### src/rtl/vid_timing_gen.sv
// Programmable raster timing generator with frame-synchronous timing updates.
// Ports: clk_pix/reset (sync, active-low), pix_en advance enable, cfg_* timing
//   inputs captured by cfg_load, cfg_pending flag, registered sx/sy position,
//   hsync/vsync/de, line_start/frame_start strobes, and frame_cnt when the
//   VTG_FRAME_CNT_EN macro is defined.
module vid_timing_gen #(
    parameter int unsigned CW         = 12,
    parameter int unsigned DEF_HA_END = 639,
    parameter int unsigned DEF_HS_STA = 655,
    parameter int unsigned DEF_HS_END = 751,
    parameter int unsigned DEF_LINE   = 799,
    parameter int unsigned DEF_VA_END = 479,
    parameter int unsigned DEF_VS_STA = 489,
    parameter int unsigned DEF_VS_END = 491,
    parameter int unsigned DEF_SCREEN = 524,
    parameter bit          DEF_HPOL   = 1'b0,
    parameter bit          DEF_VPOL   = 1'b0
) (
    input  logic          clk_pix,
    input  logic          reset,
    input  logic          pix_en,
    input  logic [CW-1:0] cfg_ha_end,
    input  logic [CW-1:0] cfg_hs_sta,
    input  logic [CW-1:0] cfg_hs_end,
    input  logic [CW-1:0] cfg_line,
    input  logic [CW-1:0] cfg_va_end,
    input  logic [CW-1:0] cfg_vs_sta,
    input  logic [CW-1:0] cfg_vs_end,
    input  logic [CW-1:0] cfg_screen,
    input  logic          cfg_hpol,
    input  logic          cfg_vpol,
    input  logic          cfg_load,
    output logic          cfg_pending,
    output logic [CW-1:0] sx,
    output logic [CW-1:0] sy,
    output logic          hsync,
    output logic          vsync,
    output logic          de,
    output logic          line_start,
`ifdef VTG_FRAME_CNT_EN
    output logic [15:0]   frame_cnt,
`endif
    output logic          frame_start
);

    typedef struct packed {
        logic [CW-1:0] ha_end;
        logic [CW-1:0] hs_sta;
        logic [CW-1:0] hs_end;
        logic [CW-1:0] line;
        logic [CW-1:0] va_end;
        logic [CW-1:0] vs_sta;
        logic [CW-1:0] vs_end;
        logic [CW-1:0] screen;
        logic          hpol;
        logic          vpol;
    } tset_t;

    localparam tset_t DEF = '{
        ha_end: CW'(DEF_HA_END), hs_sta: CW'(DEF_HS_STA),
        hs_end: CW'(DEF_HS_END), line:   CW'(DEF_LINE),
        va_end: CW'(DEF_VA_END), vs_sta: CW'(DEF_VS_STA),
        vs_end: CW'(DEF_VS_END), screen: CW'(DEF_SCREEN),
        hpol:   DEF_HPOL,        vpol:   DEF_VPOL
    };

    tset_t cfg_in;
    tset_t act_q, act_d, pend_q, pend_d;
    logic pflag_q, pflag_d;
    logic [CW-1:0] hc_q, hc_d, vc_q, vc_d;
    logic [CW-1:0] sx_q, sx_d, sy_q, sy_d;
    logic hs_q, hs_d, vs_q, vs_d, de_q, de_d, ls_q, ls_d, fs_q, fs_d;
    logic hwrap, vwrap, fb, hraw, vraw;
`ifdef VTG_FRAME_CNT_EN
    logic [15:0] fcnt_q, fcnt_d;
`endif

    assign cfg_in = '{
        ha_end: cfg_ha_end, hs_sta: cfg_hs_sta,
        hs_end: cfg_hs_end, line:   cfg_line,
        va_end: cfg_va_end, vs_sta: cfg_vs_sta,
        vs_end: cfg_vs_end, screen: cfg_screen,
        hpol:   cfg_hpol,   vpol:   cfg_vpol
    };

    always_comb begin
        // >= so counters left beyond a shrunken limit still wrap
        hwrap = hc_q >= act_q.line;
        vwrap = vc_q >= act_q.screen;
        fb    = pix_en & hwrap & vwrap;
        hraw  = (hc_q >= act_q.hs_sta) & (hc_q < act_q.hs_end);
        vraw  = (vc_q >= act_q.vs_sta) & (vc_q < act_q.vs_end);

        hc_d = hc_q;
        vc_d = vc_q;
        sx_d = sx_q;
        sy_d = sy_q;
        hs_d = hs_q;
        vs_d = vs_q;
        de_d = de_q;
        ls_d = 1'b0;
        fs_d = 1'b0;
        if (pix_en) begin
            hc_d = hwrap ? '0 : hc_q + 1'b1;
            if (hwrap) begin
                vc_d = vwrap ? '0 : vc_q + 1'b1;
            end
            sx_d = hc_q;
            sy_d = vc_q;
            hs_d = ~(hraw ^ act_q.hpol);
            vs_d = ~(vraw ^ act_q.vpol);
            de_d = (hc_q <= act_q.ha_end) & (vc_q <= act_q.va_end);
            ls_d = hc_q == '0;
            fs_d = (hc_q == '0) & (vc_q == '0);
        end

        // boundary applies the previously captured set; a coincident
        // load refills pending and keeps the flag up
        act_d   = (fb & pflag_q) ? pend_q : act_q;
        pend_d  = cfg_load ? cfg_in : pend_q;
        pflag_d = cfg_load | (pflag_q & ~fb);
`ifdef VTG_FRAME_CNT_EN
        fcnt_d = fcnt_q + 16'(fb);
`endif
    end

    always_ff @(posedge clk_pix) begin
        if (!reset) begin
            act_q   <= DEF;
            pend_q  <= DEF;
            pflag_q <= 1'b0;
            hc_q    <= '0;
            vc_q    <= '0;
            sx_q    <= '0;
            sy_q    <= '0;
            hs_q    <= ~DEF_HPOL;
            vs_q    <= ~DEF_VPOL;
            de_q    <= 1'b0;
            ls_q    <= 1'b0;
            fs_q    <= 1'b0;
`ifdef VTG_FRAME_CNT_EN
            fcnt_q  <= '0;
`endif
        end else begin
            act_q   <= act_d;
            pend_q  <= pend_d;
            pflag_q <= pflag_d;
            hc_q    <= hc_d;
            vc_q    <= vc_d;
            sx_q    <= sx_d;
            sy_q    <= sy_d;
            hs_q    <= hs_d;
            vs_q    <= vs_d;
            de_q    <= de_d;
            ls_q    <= ls_d;
            fs_q    <= fs_d;
`ifdef VTG_FRAME_CNT_EN
            fcnt_q  <= fcnt_d;
`endif
        end
    end

    assign cfg_pending = pflag_q;
    assign sx          = sx_q;
    assign sy          = sy_q;
    assign hsync       = hs_q;
    assign vsync       = vs_q;
    assign de          = de_q;
    assign line_start  = ls_q;
    assign frame_start = fs_q;
`ifdef VTG_FRAME_CNT_EN
    assign frame_cnt   = fcnt_q;
`endif

endmodule
### config.mk
export PLATFORM = sky130hd
export DESIGN_NAME = vid_timing_gen
export DESIGN_NICKNAME = d
export VERILOG_FILES = /design/src/rtl/vid_timing_gen.sv
export SDC_FILE = /design/constraint.sdc
export NUM_CORES = 1
export LEC_CHECK = 0
export ABC_AREA = 0
export ABC_CLOCK_PERIOD_IN_PS = 4900
export CAP_MARGIN = 10
export CORE_MARGIN = 2
export CORE_UTILIZATION = 50
export DETAILED_ROUTE_END_ITERATION = 6
export GPL_ROUTABILITY_DRIVEN = 0
export PLACE_DENSITY = 0.72
export SKIP_LAST_GASP = 1
export SLEW_MARGIN = 20
export SYNTH_ARGS = -nofsm -noshare
export SYNTH_HDL_FRONTEND = slang
export SYNTH_SLANG_ARGS = --single-unit
export TNS_END_PERCENT = 20
### constraint.sdc
create_clock -name clk_pix -period 4.9 [get_ports clk_pix]
set_input_delay 0.98 -clock clk_pix [delete_from_list [all_inputs] [get_ports clk_pix]]
set_output_delay 0.98 -clock clk_pix [all_outputs]
set_load 0.01 [all_outputs]
======== Yosys cells after proc, flatten, opt, wreduce, memory -nomap -nowiden ========
Cells that the tools add are included.
storage, ports and cells
  bits in registers ....................... 250
  output and inout port bits .............. 30
  logic and storage cells ................. 60
operators by class
  add/sub/neg operators ................... 2
  magnitude comparators ................... 8
  muxes and demuxes ....................... 2
  bitwise gates (word level) .............. 14
  reduce and logical (&&, ||, !) cells .... 4
operator list
  cell                                            count
  greater-or-equal comparator 12 bit              4
  adder 12 x 1 -> 12 bit (second input constant)  2
  <= comparator 12 bit                            2
  logical NOT 12 bit                              2
  less-than comparator 12 bit                     2
  two-way mux 12 bit                              2
  bitwise AND 1 bit                               8
  AND reduction 2 bit                             2
  NOT 1 bit                                       3
  XOR 1 bit                                       2
  OR 1 bit                                        1

======== Depth between registers and ports, before layout ========
  depth after elaboration ................. 6
  mapped depth ............................ 11

======== Least setup slack after synthesis ========
OpenSTA, ideal clock, no wires.
  path type ............................... input port to flip-flop
  start point ............................. input port pix_en
  end point ............................... register act_q[92] (netlist bit)
  library setup time ...................... 120 ps
  arrival ................................. 2,399 ps
  required time ........................... 4,780 ps
  setup slack ............................. 2,381 ps
  stages on the path ...................... 8
  path buffers ............................ 4
  cells stage by stage .................... clkbuf_1 > inv_1 > clkbuf_1 > a2bb2oi_2 > nor3_1 > buf_2 > buf_4 > a211o_1
between the ends
  longest elaborated chain between the ends .. 3
RTL lines
  what                             line  source
  start: declaration               21    input logic pix_en,
  bitwise AND 1 bit (2 in series)  90    fb = pix_en & hwrap & vwrap;
  bitwise AND 1 bit                119   act_d = (fb & pflag_q) ? pend_q : act_q;
  end signal: assignment           145   act_q <= act_d;
  end: declaration                 68    tset_t act_q, act_d, pend_q, pend_d;
No other way between the ends.
A chain may end at the register's enable or synchronous reset.

======== Worst setup path after layout ========
  start point ............................. register hc_q[10]
  end point ............................... register hc_q[7]
between the ends
  longest elaborated chain between the ends .. 2
RTL lines
  what                                line  source
  start: declaration                  70    logic [CW-1:0] hc_q, hc_d, vc_q, vc_d;
  start signal: assignment            132   hc_q <= '0;
  start signal: assignment            148   hc_q <= hc_d;
  greater-or-equal comparator 12 bit  88    hwrap = hc_q >= act_q.line;
  two-way mux 12 bit                  104   hc_d = hwrap ? '0 : hc_q + 1'b1;
No other way between the ends.

==> impl_results.md <==
* Status: finished clean
* Longest Clk Path Bufs at 3
* Asr flop ratio synth at 0
* P_int at 3500 µW
* Setup TNS at 0 ns
* Syn nets at 1453
* Pin count of the biggest net entering global routing at 79
* Hold Crit Start: act_q[60]
* Clock share of power at 0.468
* Fin util at 0.611
* Critical Path RT at 5.37 ns
* Post-route antenna net violation count at 0
* Met1 wire length at 13600 µm
* Seq/Total Area, Yosys at 0.425
* Period utilisation layout at 0.679
* Routed wl met3 at 1770 µm
* Total power at 4520 µW
* Gate Count Post-Synth at 1253
* Drt total wl at 27900 µm
* Setup Crit Path Kind: reg2reg
* DR iter-0 viols at 704
* Detailed-route via count at 9172
* Dpl ws at 1.62 ns
* Yosys warns at 0
* 1st-pass router iterations at 5
* Post-DP HPWL at 18800 µm
* Global-route usage over all layers at 0.224
* Syn Std Cell Area at 0.0118 mm²
* Resized Gates After CTS at 0
* Leak Pwr at 0.00622 µW
* Post-CTS setup buffers at 0
* Main flop type after synthesis: dfxtp_1
* Comb pwr share at 0.062
* Top sig layer: met4
* Syn Area/Cell at 9.40 µm²
* Peak supply drop at 0.000257 V
* Worst setup path start: hc_q[10]
* CP Data Arrival Time at 3.79 ns
* CTS sink count at 250
* Die Span Y at 157 µm
* Setup Skew at 0.0265 ns
* TritonCTS buffer count at 27
* Post-synth top area share at 0.425
* Core area at 0.0233 mm²
* EDFF count, synth at 0
* Largest cells by area after synthesis: dfxtp_1 43%, mux2i_1 14%, ha_1 10%
* Synth cell count leaders: 250 x dfxtp_1, 169 x nand2_1, 164 x mux2i_1
* Worst setup margin at 1.57 ns
* Layout cells sized above 1 at 0.0512
* # diodes at 0
* Top achievable clock speed at 0.301 GHz
* Worst skew pair latency at 0.55 ns
* Cells after DPL at 1637
* #FFs+latches synth at 250
* Hold Buf Count CTS at 0
* Layout Nets at 1547
* Met2 Wirelength at 12100 µm
* Residual DRC at 0
* Root buf cell: clkbuf_16
* Worst Hold Class: reg2reg
* Initial antenna violation count at 0
* Worst Path Max Fanout at 30
* CP endpoint kind: flop
* Register area at 0.00500 mm²
* IO buf count at 131
* Fill count at 2027
* Power per cell area at 318 mW/mm²
* Vias per cell at 5.44
* Sequential power share at 0.469
* Final hold vios at 0
* # rows at 56
* Switching pwr at 1020 µW
* H-tree levels at 1
* Unrepaired setup endpoints after global routing: no
* Final Setup Violations at 0
* Most common cell in the synthesized netlist: dfxtp_1
* Setup crit start kind: flop
* CTS tree: yes
* Area growth syn-to-layout at 20.7%
* Initial Util at 0.506
* Yosys top cell by area: dfxtp_1
* Post-layout min period at 3.33 ns
* Die area at 0.0248 mm²
* Worst rel slew slack at 0.320
* Ports at 132
* Vias in the first global route at 8703
* Slew Limit Fails at 0
* Drt wl/cell at 16.5 µm
* R2r startpoint: hc_q[10]
* Maxcap violations at 0
* Grt total ovfl at 0
* Sw Share at 0.226
* Die W at 157 µm
* Cell Count, Final, Fillers Out at 1687
* Post-synthesis cell type count at 47
* Multi-input gate area at 0.00607 mm²
* Worst-Margin Slew at 1.02 ns
* Clock-pin slew on the worst setup and hold paths at 0.06 ns
* First-pass GRT wire length at 45000 µm
worst max-delay path, stage by stage (launching register included):
cell       delay (ns)
dfxtp_1          0.61
ha_1             0.35
a21oi_1          0.15
nand2_1          0.07
a211oi_1         0.53
a2bb2oi_4        0.58
buf_4            0.45
nand2_1          0.28
nor2_1           0.19
area by class of cell:
type / instances / area share
repair buffers: 143 / 0.0988
clock buffers: 37 / 0.0572
inverters: 102 / 0.0271
multi-input cells: 823 / 0.427
well taps: 319 / 0.0281
flip-flops and latches: 250 / 0.352
clock inverters: 13 / 0.00951
placed cells by master, fill, tap and decap left out, types with 3 or more instances in the layout:
cell             Yosys  final
inv_6                0      4
nor2_1              88     88
clkinv_2             0      5
dfxtp_1            250    250
o31ai_1              6      6
nand2_1            169    169
clkbuf_16            0     27
nor3_1               5      4
nand3_1             18     18
o31a_1              50     50
nand2b_1             5      5
xor2_1               6      6
nor4_1               5      5
inv_1              100    100
nor2b_1              3      3
nand4_1             17     17
and3_1               3      3
mux2i_1            164    164
or3_1                5      5
clkdlybuf4s50_1      0    128
ha_1                98     98
a21oi_1             42     42
a31oi_1              3      3
and4_1               6      6
a211o_1             52     52
or4_1               11     11
clkbuf_8             0     10
a21o_1              18     18
o21ai_0             15     15
xnor2_1              4      4
buf_4                3     13
a211oi_1             3      3
o211ai_1             9      9
state kept, by name, indices dropped and copies added (netlist names):
signal / count
cfg_pending: 1
vc_q: 12
hc_q: 12
act_q: 98
frame_start: 1
pend_q: 98
line_start: 1
sy: 12
de: 1
hsync: 1
sx: 12
vsync: 1
through the flow:
| stage | area (µm²) | hold WS (ns) |
|---|---|---|
| final | 14200 | 0.456 |
| after global routing | 14200 | 0.476 |
| after CTS | 14200 | 0.457 |
| after detailed placement | 13300 | 0.449 |
| after global placement | 13300 | 0.442 |
| after floorplan | 11800 | 0.435 |
cell families (layout without fill, tap and decap cells):
group / Yosys count / after routing / share of synthesized area
AOI/OAI and AO/OA: 211 / 211 / 0.135
adders and majority gates: 98 / 98 / 0.104
xor gates and xnor gates: 10 / 10 / 0.00744
muxes: 164 / 164 / 0.139
DFF: 250 / 250 / 0.425
buffers and inverters: 180 / 295 / 0.0617
and+or+nand+nor: 340 / 340 / 0.127
routing by layer:
metal | track usage | vias to the layer above
met5 | 0 | -
met4 | 0.0502 | 0
met3 | 0.0308 | 35
met2 | 0.343 | 261
met1 | 0.334 | 4310
li1 | - | 4566
power groups by stage:
stage          clock network [µW]  registers (µW)  logic, µW
2_1_floorplan                   0            2150        156
3_3_place_gp                    0            2170        279
3_5_place_dp                    0            2170        284
4_1_cts                      2150            2120        286
5_1_grt                      2230            2130        309
6_report                     2120            2120        282
final timing paths:
kind	to	slack, ns	cells after the start
worst max-delay path	hc_q[7]	1.57	8
worst min-delay path	act_q[60]	0.46	2
worst max register to register	hc_q[7]	1.57	8
worst min register to register	act_q[60]	0.46	2
Note: power is estimated with default switching activity, not from simulation.
